**config.mk**
```make
export PLATFORM = sky130hd
export DESIGN_NAME = regfile_wb_arbiter
export DESIGN_NICKNAME = d
export VERILOG_FILES = /design/src/rtl/minirisc_pkg.sv /design/src/rtl/wb_queue.sv /design/src/rtl/regfile_wb_arbiter.sv
export SDC_FILE = /design/constraint.sdc
export NUM_CORES = 1
export LEC_CHECK = 0
export BUFFER_PORTS_ARGS = -buffer_cell sky130_fd_sc_hd__buf_2
export CAP_MARGIN = 15
export CELL_PAD_IN_SITES_DETAIL_PLACEMENT = 1
export CELL_PAD_IN_SITES_GLOBAL_PLACEMENT = 1
export CORE_MARGIN = 2
export CORE_UTILIZATION = 30
export CTS_CLUSTER_DIAMETER = 80
export DETAILED_ROUTE_END_ITERATION = 8
export GPL_TIMING_DRIVEN = 0
export PLACE_DENSITY_LB_ADDON = 0.1
export SLEW_MARGIN = 5
export SYNTH_ARGS = -nofsm -noshare
export SYNTH_HDL_FRONTEND = slang
export SYNTH_SLANG_ARGS = --single-unit
```
**constraint.sdc**
```tcl
create_clock -name clk -period 3.3 [get_ports clk]
set_clock_uncertainty 0.05 [all_clocks]
set_input_delay 0.495 -clock clk [delete_from_list [all_inputs] [get_ports clk]]
set_output_delay 0.495 -clock clk [all_outputs]
set_load 0.02 [all_outputs]
```
**src/rtl/minirisc_pkg.sv**
```systemverilog
// Shared widths and writeback types for the minirisc core.
package minirisc_pkg;

    localparam int REG_ADDR_W = 5;
    localparam int DATA_W     = 32;
    localparam int NUM_REGS   = 32;

    typedef struct packed {
        logic [REG_ADDR_W-1:0] rd;
        logic [DATA_W-1:0]     data;
    } wb_req_t;

    typedef enum logic {
        REQ_ALU = 1'b0,
        REQ_LD  = 1'b1
    } wb_src_e;

    function automatic logic [NUM_REGS-1:0] reg_onehot(input logic [REG_ADDR_W-1:0] r);
        logic [NUM_REGS-1:0] one;
        one = {{(NUM_REGS-1){1'b0}}, 1'b1};
        return one << r;
    endfunction

endpackage

```
**src/rtl/wb_queue.sv**
```systemverilog
// Small FIFO of pending register writes; exposes every slot so the owner
// can build a pending-register mask.
module wb_queue
    import minirisc_pkg::*;
#(
    parameter int DEPTH = 2
) (
    input  logic                     clk,
    input  logic                     rst,
    input  logic                     push,
    input  wb_req_t                  push_data,
    input  logic                     pop,
    output wb_req_t                  head,
    output logic                     head_valid,
    output logic                     full,
    output logic [$clog2(DEPTH):0]   count,
    output wb_req_t [DEPTH-1:0]      entries,
    output logic [DEPTH-1:0]         entry_valid
);

    localparam int PW = $clog2(DEPTH);

    wb_req_t [DEPTH-1:0] mem;
    logic [PW-1:0]       rd_ptr;
    logic [PW-1:0]       wr_ptr;
    logic                do_push;
    logic                do_pop;

    assign full       = (count == (PW+1)'(DEPTH));
    assign head_valid = (count != '0);
    assign head       = mem[rd_ptr];
    assign entries    = mem;
    assign do_push    = push & ~full;
    assign do_pop     = pop & head_valid;

    // Pointers wrap naturally because DEPTH is a power of two.
    always_ff @(posedge clk or posedge rst) begin
        if (rst) begin
            rd_ptr <= '0;
            wr_ptr <= '0;
            count  <= '0;
        end else begin
            if (do_push) wr_ptr <= wr_ptr + 1'b1;
            if (do_pop)  rd_ptr <= rd_ptr + 1'b1;
            case ({do_push, do_pop})
                2'b10:   count <= count + 1'b1;
                2'b01:   count <= count - 1'b1;
                default: count <= count;
            endcase
        end
    end

    always_ff @(posedge clk) begin
        if (do_push) mem[wr_ptr] <= push_data;
    end

    // A slot is live when its distance from the read pointer is below count.
    always_comb begin
        logic [PW-1:0] off;
        off         = '0;
        entry_valid = '0;
        for (int i = 0; i < DEPTH; i++) begin
            off            = PW'(i) - rd_ptr;
            entry_valid[i] = ({1'b0, off} < count);
        end
    end

endmodule

```
**src/rtl/regfile_wb_arbiter.sv**
```systemverilog
// Merges ALU and load writebacks into the single register-file write port,
// round-robin on contention, with a mask of registers that still have writes in flight.
module regfile_wb_arbiter
    import minirisc_pkg::*;
#(
    parameter int QDEPTH = 2
) (
    input  logic                  clk,
    input  logic                  rst,
    input  logic                  alu_valid,
    output logic                  alu_ready,
    input  logic [REG_ADDR_W-1:0] alu_reg,
    input  logic [DATA_W-1:0]     alu_data,
    input  logic                  ld_valid,
    output logic                  ld_ready,
    input  logic [REG_ADDR_W-1:0] ld_reg,
    input  logic [DATA_W-1:0]     ld_data,
    output logic                  regWrite,
    output logic [REG_ADDR_W-1:0] writeReg,
    output logic [DATA_W-1:0]     writeData,
    output logic [NUM_REGS-1:0]   pend_mask,
    output logic                  idle
);

    localparam int CW = $clog2(QDEPTH) + 1;

    // Handshake: a write transfers at a rising edge where valid && ready.
    // ready depends only on registered occupancy, never on the same-edge pop,
    // and valid is ignored while ready is low (the sender keeps holding it).

    wb_req_t               alu_head, ld_head;
    logic                  alu_hv, ld_hv;
    logic                  alu_full, ld_full;
    logic [CW-1:0]         alu_count, ld_count;
    wb_req_t [QDEPTH-1:0]  alu_entries, ld_entries;
    logic [QDEPTH-1:0]     alu_ev, ld_ev;
    logic                  alu_pop, ld_pop;
    wb_src_e               grant;
    wb_src_e               last_grant;
    logic                  any_head;

    assign alu_ready = ~alu_full;
    assign ld_ready  = ~ld_full;

    wb_queue #(.DEPTH(QDEPTH)) u_alu_q (
        .clk         (clk),
        .rst         (rst),
        .push        (alu_valid & alu_ready),
        .push_data   ({alu_reg, alu_data}),
        .pop         (alu_pop),
        .head        (alu_head),
        .head_valid  (alu_hv),
        .full        (alu_full),
        .count       (alu_count),
        .entries     (alu_entries),
        .entry_valid (alu_ev)
    );

    wb_queue #(.DEPTH(QDEPTH)) u_ld_q (
        .clk         (clk),
        .rst         (rst),
        .push        (ld_valid & ld_ready),
        .push_data   ({ld_reg, ld_data}),
        .pop         (ld_pop),
        .head        (ld_head),
        .head_valid  (ld_hv),
        .full        (ld_full),
        .count       (ld_count),
        .entries     (ld_entries),
        .entry_valid (ld_ev)
    );

    assign any_head = alu_hv | ld_hv;

    always_comb begin
        grant = REQ_ALU;
        if (alu_hv && ld_hv)
            grant = (last_grant == REQ_LD) ? REQ_ALU : REQ_LD;
        else if (ld_hv)
            grant = REQ_LD;
    end

    assign alu_pop = any_head && (grant == REQ_ALU);
    assign ld_pop  = any_head && (grant == REQ_LD);

    always_comb begin
        regWrite  = 1'b0;
        writeReg  = '0;
        writeData = '0;
        if (any_head) begin
            regWrite  = 1'b1;
            writeReg  = (grant == REQ_ALU) ? alu_head.rd   : ld_head.rd;
            writeData = (grant == REQ_ALU) ? alu_head.data : ld_head.data;
        end
    end

    // Reset to the load side so the ALU wins the first contention.
    always_ff @(posedge clk or posedge rst) begin
        if (rst)
            last_grant <= REQ_LD;
        else if (any_head)
            last_grant <= grant;
    end

    always_comb begin
        pend_mask = '0;
        for (int i = 0; i < QDEPTH; i++) begin
            if (alu_ev[i]) pend_mask = pend_mask | reg_onehot(alu_entries[i].rd);
            if (ld_ev[i])  pend_mask = pend_mask | reg_onehot(ld_entries[i].rd);
        end
    end

    assign idle = (alu_count == '0) && (ld_count == '0);

endmodule
```
## Yosys cells after proc, flatten, opt, wreduce, memory -nomap -nowiden

Cells that the tools add are included.
W data, S select, Z words.

| storage, ports and cells | value |
|---|---|
| output and inout port bits | 73 |
| memories kept | 0 |
| register bits | 157 |
| memory bits (read-only) | 0 |
| latch bits | 0 |
| bits in writable memories | 0 |
| logic and storage cells | 96 |
| bits of input ports | 78 |

| cells by class | value |
|---|---|
| shift operators | 4 |
| mux-type cells | 24 |
| equality and inequality tests | 6 |
| $mul | 0 |
| add/sub/neg operators | 12 |
| divide/modulo/power cells | 0 |
| reduce and logical (&&, ||, !) cells | 12 |
| bitwise gates (word level) | 13 |
| $lt $le $gt $ge | 10 |

Operators with widths:

| operator | count |
|---|---|
| $mux W37 | 6 |
| $mux W32 | 6 |
| $bwmux W74 | 2 |
| $shl A1 B5 Y32 const A | 4 |
| $or A32 B32 Y32 | 3 |
| $demux W37 S1 | 2 |
| $mux W5 | 2 |
| $eq A2 B2 Y1 const B | 4 |
| $lt A1 B2 Y1 | 4 |
| $lt A1 B2 Y1 const B | 4 |
| $pmux W2 S2 | 2 |
| $reduce_bool A2 Y1 | 4 |
| $and A1 B1 Y1 | 6 |
| $logic_and A1 B1 Y1 | 6 |
| $add A1 B1 Y1 const B | 4 |
| $add A2 B1 Y2 const B | 2 |
| $eq A2 B1 Y1 const B | 2 |
| $logic_not A2 Y1 | 2 |
| $mux W1 | 4 |
| $sub A1 B1 Y1 const A | 4 |
| $sub A2 B1 Y2 const B | 2 |
| $not A1 Y1 | 3 |
| $ge A1 B1 Y1 const B | 2 |
| $or A1 B1 Y1 | 1 |

## Depth between registers and ports, before layout

Gate-level depths: netlist of run 1.

| logic depth | value |
|---|---|
| word-level depth | 9 |
| gate-level depth with buffers | 10 |
| mapped depth without buffers | 7 |

## Hierarchy

A second synthesis of run 1 with hierarchy kept.

| unflattened totals | value |
|---|---|
| cell total of the unflattened synthesis | 558 |
| area, all modules | 7589.8 um^2 |

Modules (own cells, without submodules):

| module | instances | area an instance (um^2) | seq. area each (um^2) | cells each |
|---|---|---|---|---|
| wb_queue | 2 | 2930.3 | 2322.2 | 137 |
| regfile_wb_arbiter | 1 | 1729.2 | 26.3 | 284 |

## Worst setup path before layout of run 1

Ideal clock, no wire load.

| timing | value |
|---|---|
| path kind | register to register |
| from | reg u_alu_q.count[1] |
| to | reg u_alu_q.mem, in the netlist u_alu_q.entries[0], enable pin |
| period minus slack after synthesis | 2.958 ns |
| stages on the path, launching flop included | 5 |
| data required time | 2.819 ns |
| setup time | 0.431 ns |
| arrival | 2.477 ns |
| setup slack | 0.342 ns |
| path buffers | 1 |
| cells stage by stage | dfrtp_1 > buf_2 > nand2b_1 > nand2_1 > nor2_1 |

| on the way | value |
|---|---|
| cells in the longest elaborated chain, start to end | 4 |

RTL lines:

| item | RTL line | RTL |
|---|---|---|
| from (decl) | wb_queue.sv:16 | `output logic [$clog2(DEPTH):0] count,` |
| from (signal assigned) | wb_queue.sv:46 | `2'b10: count <= count + 1'b1;` |
| from (signal assigned) | wb_queue.sv:47 | `2'b01: count <= count - 1'b1;` |
| from (signal assigned) | wb_queue.sv:48 | `default: count <= count;` |
| $eq A2 B2 Y1 * | wb_queue.sv:29 | `assign full = (count == (PW+1)'(DEPTH));` |
| $not A1 Y1 * | regfile_wb_arbiter.sv:42 | `assign alu_ready = ~alu_full;` |
| named net alu_ready | regfile_wb_arbiter.sv:11 | `output logic alu_ready,` |
| $and A1 B1 Y1 | regfile_wb_arbiter.sv:48 | `.push (alu_valid & alu_ready),` |
| $and A1 B1 Y1 * | wb_queue.sv:33 | `assign do_push = push & ~full;` |
| to (signal, indexed assignment) | wb_queue.sv:54 | `if (do_push) mem[wr_ptr] <= push_data;` |
| to (decl) | wb_queue.sv:23 | `wb_req_t [DEPTH-1:0] mem;` |

Mark *: on every way through the listed nets, which the timed path passes. The rest lies on a longest branch.
A chain may end at the register's enable or synchronous reset.

## Worst setup path after layout of run 1

| timing | value |
|---|---|
| from | reg u_alu_q.rd_ptr |
| to | out pend_mask[13] |

| on the way | value |
|---|---|
| cells in the longest elaborated chain, start to end | 9 |
| elaborated cells between the ends (all ways) | 11 |
| classes of those cells | add/sub: 2; order compare: 2; mux: 4; bitwise: 3 |

RTL lines:

| item | RTL line | RTL |
|---|---|---|
| from (decl) | wb_queue.sv:24 | `logic [PW-1:0] rd_ptr;` |
| from (signal assigned) | wb_queue.sv:44 | `if (do_pop) rd_ptr <= rd_ptr + 1'b1;` |
| $sub A1 B1 Y1 | wb_queue.sv:63 | `off = PW'(i) - rd_ptr;` |
| $lt A1 B2 Y1 | wb_queue.sv:64 | `entry_valid[i] = ({1'b0, off} < count);` |
| $mux W32 | regfile_wb_arbiter.sv:108 | `if (alu_ev[i]) pend_mask = pend_mask \| reg_onehot(alu_entries[i].rd);` |
| $or A32 B32 Y32 | regfile_wb_arbiter.sv:109 | `if (ld_ev[i]) pend_mask = pend_mask \| reg_onehot(ld_entries[i].rd);` |
| $mux W32 | regfile_wb_arbiter.sv:109 |  |
| $or A32 B32 Y32 | regfile_wb_arbiter.sv:108 |  |
| $mux W32 * | regfile_wb_arbiter.sv:108 |  |
| $or A32 B32 Y32 | regfile_wb_arbiter.sv:109 |  |
| $mux W32 * | regfile_wb_arbiter.sv:109 |  |
| to (decl) | regfile_wb_arbiter.sv:21 | `output logic [NUM_REGS-1:0] pend_mask,` |

Mark *: on every way between the ends. The rest lies on a longest branch, timed or not.

==> metrics.md, run 1 <==
| Metric | Value |
|---|---|
| DIE AREA | `27800 um^2` |
| Fillers | `2819` |
| Worst-margin pin slew | `812 ps` |
| Share of cells above drive strength 1 | `29.9%` |
| P_leak | `3.56 nW` |
| Wire length per cell | `23.6 um` |
| Longest Clk Path Bufs | `2` |
| GP Congestion | `0.930` |
| Dominant synthesized flop cell | `edfxtp_1` |
| Crit path kind | `flop to output pin` |
| Switching Fraction | `46.1%` |
| Post-synth EDFFs | `148` |
| Tmin final | `2980 ps` |
| Register area | `4670 um^2` |
| Die H | `167 um` |
| CP Max Fanout | `10` |
| Post-synthesis sequential area ratio | `58.9%` |
| Post-Route WL | `26900 um` |
| Post-Place Worst Slack | `771 ps` |
| Port bufs | `150` |
| Slew headroom | `45.8%` |
| Multi-input gate area | `2940 um^2` |
| Slew Limit Fails | `0` |
| Element type at the critical path end | `output pin` |
| RSZ-0062 raised after global routing | `no` |
| CTS root buf | `clkbuf_16` |
| TritonCTS buffer count | `17` |
| Sw Pwr | `4.68 mW` |
| Required time worst endpoint | `2750 ps` |
| Post-CTS setup buffers | `0` |
| Tcrit/Tclk final | `90.3%` |
| Outcome | `finished clean` |
| Worst skew pair latency | `430 ps` |
| Flops & latches, synth | `157` |
| Fmax | `336 MHz` |
| Chip width | `167 um` |
| VDD IR max | `0.000610 V` |
| Dpl hpwl | `20400 um` |
| Cell count after synthesis | `619` |
| Largest net degree at the start of global routing | `24` |
| Final Hold Vio Count | `0` |
| Total gr overflow | `0` |
| DR vias | `6248` |
| Core ar. | `26000 um^2` |
| Synth unique cells | `37` |
| Yosys warns | `0` |
| Area after DPL | `9220 um^2` |
| Flop pwr share | `29.2%` |
| Htree depth | `4` |
| Post-Syn Nets | `699` |
| Max-cap violations | `0` |
| DRC viols | `0` |
| Hold WS | `189 ps` |
| Worst EP arrival | `2430 ps` |
| Worst Hold Class | `primary input to flop` |
| DR pass1 iterations | `5` |
| Overall Global Routing Usage | `19.6%` |
| CTS resizes | `0` |
| Comb pwr share | `51.6%` |
| Clk slew on worst S/H paths | `80 ps` |
| Power Dens Cells | `1030 nW/um^2` |
| Int Power | `5.48 mW` |
| Async set-reset flop share out of synthesis | `5.73%` |
| Fin cells | `1142` |
| Final WS setup | `320 ps` |
| Clock power frac | `19.1%` |
| Initial antenna violation count | `1` |
| Setup violations, final | `0` |
| XOR/XNOR share of the synthesized area | `1.10%` |
| Layout Nets | `873` |
| Main combinational cell family by area after synthesis | `compound AO/OA/AOI/OAI gates` |
| Mux cell area share after synthesis | `4.67%` |
| I/O pin count | `151` |
| Post-synthesis simple-gate area fraction | `15.1%` |
| Mapped Area | `7940 um^2` |
| Syn-to-layout area delta | `23.9%` |
| TritonCTS clock tree | `yes` |
| Row count | `59` |
| Starting DRT DRC Count | `406` |
| First-pass GRT wire length | `40900 um` |
| Startpoint types | `flop` |
| Post-layout instance area | `9830 um^2` |
| Post-Synth Adder-Cell Area | `0.315%` |
| Post-synthesis compound-gate area fraction | `15.6%` |
| CTS sink count | `157` |
| Starting density of the core | `30.5%` |
| Placed cells | `1108` |
| Vias/cell | `5.47` |
| Power Total | `10.2 mW` |
| Final ANT Viol Nets | `0` |
| Vias in the first global route | `6578` |
| Avg Cell Area, Syn | `12.8 um^2` |
-- worst paths after layout --
path	start	endpoint	slack (ps)	depth (start not counted)
setup / recovery	u_alu_q.rd_ptr	pend_mask[13]	320	6
hold / removal	ld_data[3]	u_ld_q.entries[3]	190	1
setup reg to reg	u_ld_q.count[1]	u_ld_q.count[1]	1220	9
hold reg to reg	u_ld_q.wr_ptr	u_ld_q.wr_ptr	500	1
max in group asynchronous	rst	last_grant	2350	3
min in group asynchronous	rst	u_alu_q.wr_ptr	530	3
-- final cells by class --
type                            count  share of cell area (%)
Sequential cell                   157                    47.5
Multi-Input combinational cell    392                    29.9
Timing Repair Buffer              155                    8.71
Clock buffer                       17                    4.33
Tap cell                          335                    4.26
Buffer                             67                    3.36
Clock inverter                     15                    1.77
Inverter                            3                   0.115
Antenna cell                        1                  0.0255
-- layer usage --
metal,vias to the layer above,track usage (%),wire length (um)
met5,-,0,0
met4,0,5.02,386
met3,27,4.59,1590
met2,192,32.4,13100
met1,3159,25.9,11900
li1,2870,-,-
-- cell families after synthesis --
logic type	count (synthesis)
compound gates	143
buf+inv	70
simple gates	200
fa+ha+maj	2
xor+xnor	10
mux	37
flops	157
-- timing repair --
action	in CTS	in global routing
hold buffers	1	0
hold endpoints to repair	8	0
setup endpoints to repair	0	0
-- stage by stage --
step / utilization (%) / setup TNS [ps]
after detailed placement: 35.5 / 0
after global placement: 35.0 / -53750
final: 37.8 / 0
after floorplan: - / 0
after CTS: 37.8 / 0
after global routing: 37.8 / 0
-- worst max-delay path, stage by stage (launching register included) --
cell and delay [ps]:
dfrtp_1 510, buf_4 230, a21o_1 250, clkbuf_1 450, nand3_1 210, nand4_1 170, buf_2 180
-- cells in the mapped netlist (6+ instances only) --
| library cell | instances | area (um^2) |
|---|---|---|
| edfxtp_1 | 148 | 4440 |
| and3_1 | 6 | 37.5 |
| mux2i_1 | 37 | 370 |
| dfrtp_1 | 8 | 200 |
| nor2b_1 | 51 | 319 |
| clkbuf_1 | 35 | 131 |
| buf_2 | 16 | 80.1 |
| nor3b_1 | 9 | 67.6 |
| a221oi_2 | 10 | 150 |
| and3b_1 | 10 | 87.6 |
| nand4_1 | 56 | 350 |
| nand3_1 | 40 | 200 |
| a211oi_1 | 27 | 203 |
| xnor2_1 | 7 | 61.3 |
| a221oi_1 | 27 | 236 |
| o211ai_1 | 60 | 450 |
| a211oi_2 | 10 | 125 |
| nor2_1 | 13 | 48.8 |
-- power by group through the flow --
stage | logic, mW | registers [mW] | clock network, mW
global placement | 5.12 | 3.03 | 0
global route | 5.69 | 3.03 | 2.06
finish | 5.25 | 2.97 | 1.95
detailed placement | 5.30 | 3.02 | 0
floorplan | 3.47 | 2.94 | 0
CTS | 5.32 | 2.98 | 2.00
-- sequential cells by signal, summed over array words and instances (netlist names) --
signal           flops
u_ld_q.entries      74
u_alu_q.count        2
u_ld_q.rd_ptr        1
u_alu_q.wr_ptr       1
u_ld_q.wr_ptr        1
u_alu_q.entries     74
u_ld_q.count         2
last_grant           1
u_alu_q.rd_ptr       1
-- cells in the final DEF, fill, tap and decap left out, types with 2 or more instances in the layout --
cell | synthesis | layout
inv_1 | 3 | 3
ha_1 | 2 | 2
buf_4 | 5 | 5
and3_2 | 0 | 2
nand4_1 | 56 | 56
mux2i_1 | 37 | 37
inv_8 | 0 | 4
and3b_1 | 10 | 10
xor2_1 | 3 | 3
buf_1 | 4 | 4
nor3_1 | 4 | 4
buf_6 | 5 | 5
a211oi_1 | 27 | 27
nor2b_1 | 51 | 51
clkbuf_2 | 2 | 2
buf_16 | 0 | 2
clkinv_8 | 0 | 5
clkbuf_16 | 0 | 17
clkbuf_1 | 35 | 35
nand2_1 | 2 | 2
a221oi_2 | 10 | 10
dfrtp_1 | 8 | 8
nor2_4 | 0 | 2
a21o_1 | 3 | 3
edfxtp_1 | 148 | 148
and2_1 | 4 | 4
clkinv_4 | 0 | 4
nor3b_1 | 9 | 9
o211ai_1 | 60 | 60
a211oi_2 | 10 | 10
buf_2 | 16 | 166
buf_12 | 0 | 2
xnor2_1 | 7 | 7
and3_1 | 6 | 4
nand3_1 | 40 | 40
a221oi_1 | 27 | 27
nor2_1 | 13 | 11
nand2b_1 | 2 | 2
o2111ai_1 | 4 | 4
Power figures use the tool's default switching activity.
==> inputs of run 2 (changes only) <==
--- a/config.mk
+++ b/config.mk
@@ -8,13 +8,13 @@
 export BUFFER_PORTS_ARGS = -buffer_cell sky130_fd_sc_hd__buf_2
 export CAP_MARGIN = 15
 export CELL_PAD_IN_SITES_DETAIL_PLACEMENT = 1
-export CELL_PAD_IN_SITES_GLOBAL_PLACEMENT = 1
+export CELL_PAD_IN_SITES_GLOBAL_PLACEMENT = 2
 export CORE_MARGIN = 2
 export CORE_UTILIZATION = 30
 export CTS_CLUSTER_DIAMETER = 80
 export DETAILED_ROUTE_END_ITERATION = 8
 export GPL_TIMING_DRIVEN = 0
-export PLACE_DENSITY_LB_ADDON = 0.1
+export PLACE_DENSITY = 0.71
 export SLEW_MARGIN = 5
 export SYNTH_ARGS = -nofsm -noshare
 export SYNTH_HDL_FRONTEND = slang
==> constraint.sdc (replaced) <==
create_clock -name clk -period 3.85 [get_ports clk]
set_clock_uncertainty 0.05 [all_clocks]
set_input_delay 0.5775 -clock clk [delete_from_list [all_inputs] [get_ports clk]]
set_output_delay 0.5775 -clock clk [all_outputs]
set_load 0.02 [all_outputs]
==> run 2 against run 1 <==
Wire length down 8.6%. Clock power is 14% lower. Sequential power down 14%. Via count decreased by 1.2%. Critical path depth unchanged. Highest routed layer is now met5. Power down 15%. Critical endpoint is now writeData[12]. Clock-buffer cell count grew 1.
==> metrics.md, run 2 (synthesis results as in run 1) <==
| Metric | Value |
|---|---|
| I/O pin count | `151` |
| Worst path buffer plus inverter count | `4` |
| Total gr overflow | `0` |
| Post-Place Worst Slack | `1180 ps` |
| Worst-margin pin slew | `758 ps` |
| Die H | `167 um` |
| P_leak | `3.56 nW` |
| Post-Route WL | `24600 um` |
| Chip width | `167 um` |
| Final core occ | `37.8%` |
| Row count | `59` |
| Clock power frac | `19.5%` |
| Element type at the critical path end | `output pin` |
| Outcome | `finished clean` |
| Largest net degree at the start of global routing | `28` |
| DR vias | `6172` |
| Most frequent cells in the layout | `buf_2 (166), edfxtp_1 (148), o211ai_1 (60)` |
| Flop pwr share | `29.5%` |
| Longest Clk Path Bufs | `2` |
| Kind of cell adding the most delay to the critical path | `buffers and inverters` |
| DIE AREA | `27800 um^2` |
| Slew headroom | `49.3%` |
| DRC viols | `0` |
| GP Congestion | `0.887` |
| Layout Nets | `872` |
| Core ar. | `26000 um^2` |
| Fmax | `320 MHz` |
| Sw Pwr | `3.87 mW` |
| TritonCTS clock tree | `yes` |
| Power Dens Cells | `878 nW/um^2` |
| Final Hold Vio Count | `0` |
| Htree depth | `4` |
| Wire length per cell | `21.6 um` |
| CTS root buf | `clkbuf_16` |
| Port bufs | `150` |
| Setup violations, final | `0` |
| Required time worst endpoint | `3220 ps` |
| RSZ-0062 raised after global routing | `no` |
| Post-CTS setup buffers | `0` |
| Startpoint types | `flop` |
| CP max-delay cell | `dfrtp_1` |
| Dpl hpwl | `18600 um` |
| Max-cap violations | `0` |
| Cts hold-fix bufs | `0` |
| Worst-path cell chain | `buf_4 -> buf_2 -> buf_2 -> a221oi_2 -> a211oi_1 -> buf_2` |
| Worst Hold Class | `primary input to async pin` |
| CTS resizes | `0` |
| Comb pwr share | `51.0%` |
| Crit path kind | `flop to output pin` |
| TritonCTS buffer count | `17` |
| Initial antenna violation count | `5` |
| Final TNS setup | `0 ps` |
| First-pass GRT wire length | `36900 um` |
| Int Power | `4.76 mW` |
| Tmin final | `3120 ps` |
| Starting density of the core | `30.5%` |
| Most frequent CP cell | `buf_2` |
| VDD IR max | `0.000405 V` |
| Switching Fraction | `44.8%` |
| Slew Limit Fails | `0` |
| Worst skew pair latency | `430 ps` |
| Commonest non-fill, non-tap cell in the layout | `buf_2` |
| Tcrit/Tclk final | `81.0%` |
| Final ANT Viol Nets | `0` |
| Vias in the first global route | `6309` |
| Final WS setup | `730 ps` |
| Share of cells above drive strength 1 | `29.9%` |
| Syn-to-layout area delta | `23.8%` |
| Vias/cell | `5.40` |
| Clk slew on worst S/H paths | `70 ps` |
| Overall Global Routing Usage | `17.5%` |
| CTS sink count | `157` |
| Starting DRT DRC Count | `453` |
| Worst EP arrival | `2490 ps` |
| CP Max Fanout | `10` |
| Peak per-stage delay on the critical path | `510 ps` |
| DR pass1 iterations | `9` |
## run 2: cell count changes in the layout (fill, tap and decap cells not counted), sizes merged
cell and change:
bufinv +1, dlygate4sd3 -1, clkbuf +1, inv +4, clkinv -6, diode +1
## run 2: area by class of cell
cell class,instances,area [um^2]
diodes,2,5.00
plain buffers,67,330
clock buffers,18,429
clock inverters,14,171
fillers,2836,16200
inverters,3,11.3
multi-input cells,392,2940
flip-flops and latches,157,4670
well taps,335,419
repair buffers,154,846
## run 2: stage by stage
| step | total power [mW] | std cells | hold WS, ps | area (um^2) |
|---|---|---|---|---|
| 5_1_grt | 9.12 | 1140 | 97.3 | 9820 |
| 3_3_place_gp | 6.90 | 1104 | 432 | 9100 |
| 2_1_floorplan | 5.49 | 619 | 355 | 7940 |
| 6_report | 8.62 | 1142 | 79.1 | 9820 |
| 4_1_cts | 8.71 | 1140 | 92.7 | 9820 |
| 3_5_place_dp | 7.01 | 1108 | 489 | 9220 |
## run 2: power groups by stage
stage	combinational (mW)	clock, mW	sequential (mW)
floorplan	2.97	0	2.52
global placement	4.31	0	2.59
detailed placement	4.43	0	2.58
CTS	4.45	1.72	2.54
global route	4.76	1.78	2.58
finish	4.40	1.68	2.54
## run 2: worst paths after layout
| kind | cells after the start | to | slack, ps | startpoint |
|---|---|---|---|---|
| max | 6 | writeData[12] | 730 | u_alu_q.rd_ptr |
| min | 2 | u_ld_q.count[1] | 80 | rst |
| max reg2reg | 5 | u_alu_q.entries[4] | 1770 | u_alu_q.count[1] |
| min reg2reg | 1 | u_ld_q.wr_ptr | 500 | u_ld_q.wr_ptr |
| max in group asynchronous | 2 | last_grant | 3360 | rst |
| min in group clk | 1 | u_ld_q.entries[72] | 280 | ld_reg[3] |
## run 2: metal layers
metal	global-route usage, %	share of wire, %	vias to the layer above
met4	5.13	2.2	6
li1	-	-	2868
met1	22.7	44	3077
met5	0	0.13	-
met2	29.1	49	180
met3	4.25	5.0	41
## run 2: worst reg2reg max path, cell delays in order (launching register included)
cell      delay [ps]
dfrtp_1          390
buf_2            210
nand2b_1         130
nand2_1          140
nor2_4           580
buf_16           240
==> inputs of run 3 (changes only) <==
--- a/config.mk
+++ b/config.mk
@@ -14,7 +14,7 @@
 export CTS_CLUSTER_DIAMETER = 80
 export DETAILED_ROUTE_END_ITERATION = 8
 export GPL_TIMING_DRIVEN = 0
-export PLACE_DENSITY = 0.71
+export PLACE_DENSITY = 0.74
 export SLEW_MARGIN = 5
 export SYNTH_ARGS = -nofsm -noshare
 export SYNTH_HDL_FRONTEND = slang
==> constraint.sdc (replaced) <==
create_clock -name clk -period 2.8 [get_ports clk]
set_clock_uncertainty 0.05 [all_clocks]
set_input_delay 0.42 -clock clk [delete_from_list [all_inputs] [get_ports clk]]
set_output_delay 0.42 -clock clk [all_outputs]
set_load 0.02 [all_outputs]
==> run 3 against run 2 <==
Critical path depth rose by 1. Combinational power rose by 40%. Clock power rose by 41%. Wire length rose by 2.4%. Power rose by 39%. Utilization rose by 0.17 points. Critical path type unchanged. Highest routed layer unchanged.
==> metrics.md, run 3 (synthesis results as in run 1) <==
| Metric | Value |
|---|---|
| Outcome | `finished clean` |
| Worst Hold Class | `primary input to flop` |
| Startpoint types | `flop` |
| Tmin final | `2700 ps` |
| Post-CTS setup buffers | `0` |
| Kind of cell adding the most delay to the critical path | `buffers and inverters` |
| Syn-to-layout area delta | `24.4%` |
| Clock power frac | `19.7%` |
| Hold WS | `126 ps` |
| Power Dens Cells | `1220 nW/um^2` |
| Commonest non-fill, non-tap cell in the layout | `buf_2` |
| Slew Limit Fails | `0` |
| Element type at the critical path end | `output pin` |
| Largest net degree at the start of global routing | `33` |
| Starting density of the core | `30.5%` |
| Most frequent cells in the layout | `buf_2 (162), edfxtp_1 (148), o211ai_1 (60)` |
| Starting DRT DRC Count | `455` |
| CTS root buf | `clkbuf_16` |
| DR pass1 iterations | `5` |
| Multi-input gate area | `2960 um^2` |
| I/O pin count | `151` |
| Worst skew pair latency | `420 ps` |
| Total gr overflow | `0` |
| Core ar. | `26000 um^2` |
| Clk slew on worst S/H paths | `70 ps` |
| Required time worst endpoint | `2330 ps` |
| Comb pwr share | `51.1%` |
| Switching Fraction | `44.5%` |
| Share of cells above drive strength 1 | `31.8%` |
| Row count | `59` |
| GP Congestion | `0.844` |
| Wire length per cell | `22.1 um` |
| Final TNS setup | `0 ps` |
| Max-cap violations | `0` |
| DR vias | `6187` |
| Fillers | `2873` |
| Sw Pwr | `5.35 mW` |
| Flop pwr share | `29.1%` |
| TritonCTS buffer count | `17` |
| Layout Nets | `873` |
| Reg2Reg Setup Slack | `800 ps` |
| DRC viols | `0` |
| First-pass GRT wire length | `38200 um` |
| Crit path kind | `flop to output pin` |
| Vias in the first global route | `6442` |
| CP Max Fanout | `10` |
| Port bufs | `150` |
| Post-Route WL | `25200 um` |
| Worst path buffer plus inverter count | `4` |
| CTS sink count | `157` |
| Die H | `167 um` |
| Tcrit/Tclk final | `96.3%` |
| VDD IR max | `0.000846 V` |
| Vias/cell | `5.41` |
| Final Hold Vio Count | `0` |
| Post-Place Worst Slack | `298 ps` |
| Initial antenna violation count | `6` |
| Register area | `4670 um^2` |
| Htree depth | `4` |
| Post-layout instance area | `9870 um^2` |
| Int Power | `6.66 mW` |
| Chip width | `167 um` |
| Dpl hpwl | `18900 um` |
| Peak per-stage delay on the critical path | `360 ps` |
| Worst-margin pin slew | `731 ps` |
| TritonCTS clock tree | `yes` |
| P_leak | `3.60 nW` |
| Final ANT Viol Nets | `0` |
| Fmax | `371 MHz` |
| Area after DPL | `9200 um^2` |
| Final WS setup | `105 ps` |
| Setup violations, final | `0` |
| Worst-path cell chain | `buf_2 -> o21ai_2 -> buf_4 -> buf_4 -> a221oi_2 -> a211oi_2 -> buf_2` |
| DIE AREA | `27800 um^2` |
| Overall Global Routing Usage | `18.1%` |
| CP max-delay cell | `dfrtp_1` |
| Worst EP arrival | `2230 ps` |
| Power Total | `12.0 mW` |
| RSZ-0062 raised after global routing | `no` |
| Longest Clk Path Bufs | `2` |
| Slew headroom | `51.1%` |
==> run 3: metal layers <==
layer  track usage (%)  vias up  share of wire [%]
met5                 0        -               0.13
met4              5.81        6                2.1
met3              4.13       42                5.1
met2              30.7      169                 50
met1              22.8     3106                 43
li1                  -     2864                  -
==> run 3: worst paths after layout <==
| check | from | to | cells after the start |
|---|---|---|---|
| min in group asynchronous | rst | u_ld_q.wr_ptr | 3 |
| worst max-delay path | u_alu_q.count[0] | writeData[13] | 7 |
| worst min register to register | last_grant | last_grant | 1 |
| worst max register to register | u_ld_q.count[1] | u_ld_q.count[1] | 9 |
| worst min-delay path | ld_data[14] | u_ld_q.entries[14] | 1 |
| max in group asynchronous | rst | last_grant | 3 |
==> run 3: power groups by stage <==
stage | logic, mW | registers (mW) | clock network (mW)
after global routing | 6.65 | 3.56 | 2.49
after global placement | 5.94 | 3.55 | 0
after floorplan | 4.09 | 3.46 | 0
after CTS | 6.18 | 3.51 | 2.42
final | 6.14 | 3.50 | 2.37
after detailed placement | 6.11 | 3.55 | 0
==> run 3: what timing repair did <==
item,4_1_cts,5_1_grt
setup endpoints to repair,30,44
hold endpoints to repair,8,0
hold buffers,1,0
resized for setup,10,17
==> run 3: per-stage QoR <==
stage | instances | util (%)
final | 1144 | 38.0
after global routing | 1141 | 37.9
after CTS | 1141 | 37.9
after detailed placement | 1108 | 35.4
after global placement | 1104 | 35.1
after floorplan | 619 | -
==> run 3: final cells by class <==
cell class | instances | area share, %
Sequential cell | 157 | 47.3
Clock inverter | 14 | 1.78
Buffer | 67 | 3.63
Clock buffer | 18 | 4.35
Timing Repair Buffer | 155 | 8.52
Multi-Input combinational cell | 392 | 29.9
Antenna cell | 3 | 0.0761
Inverter | 3 | 0.114
Tap cell | 335 | 4.25
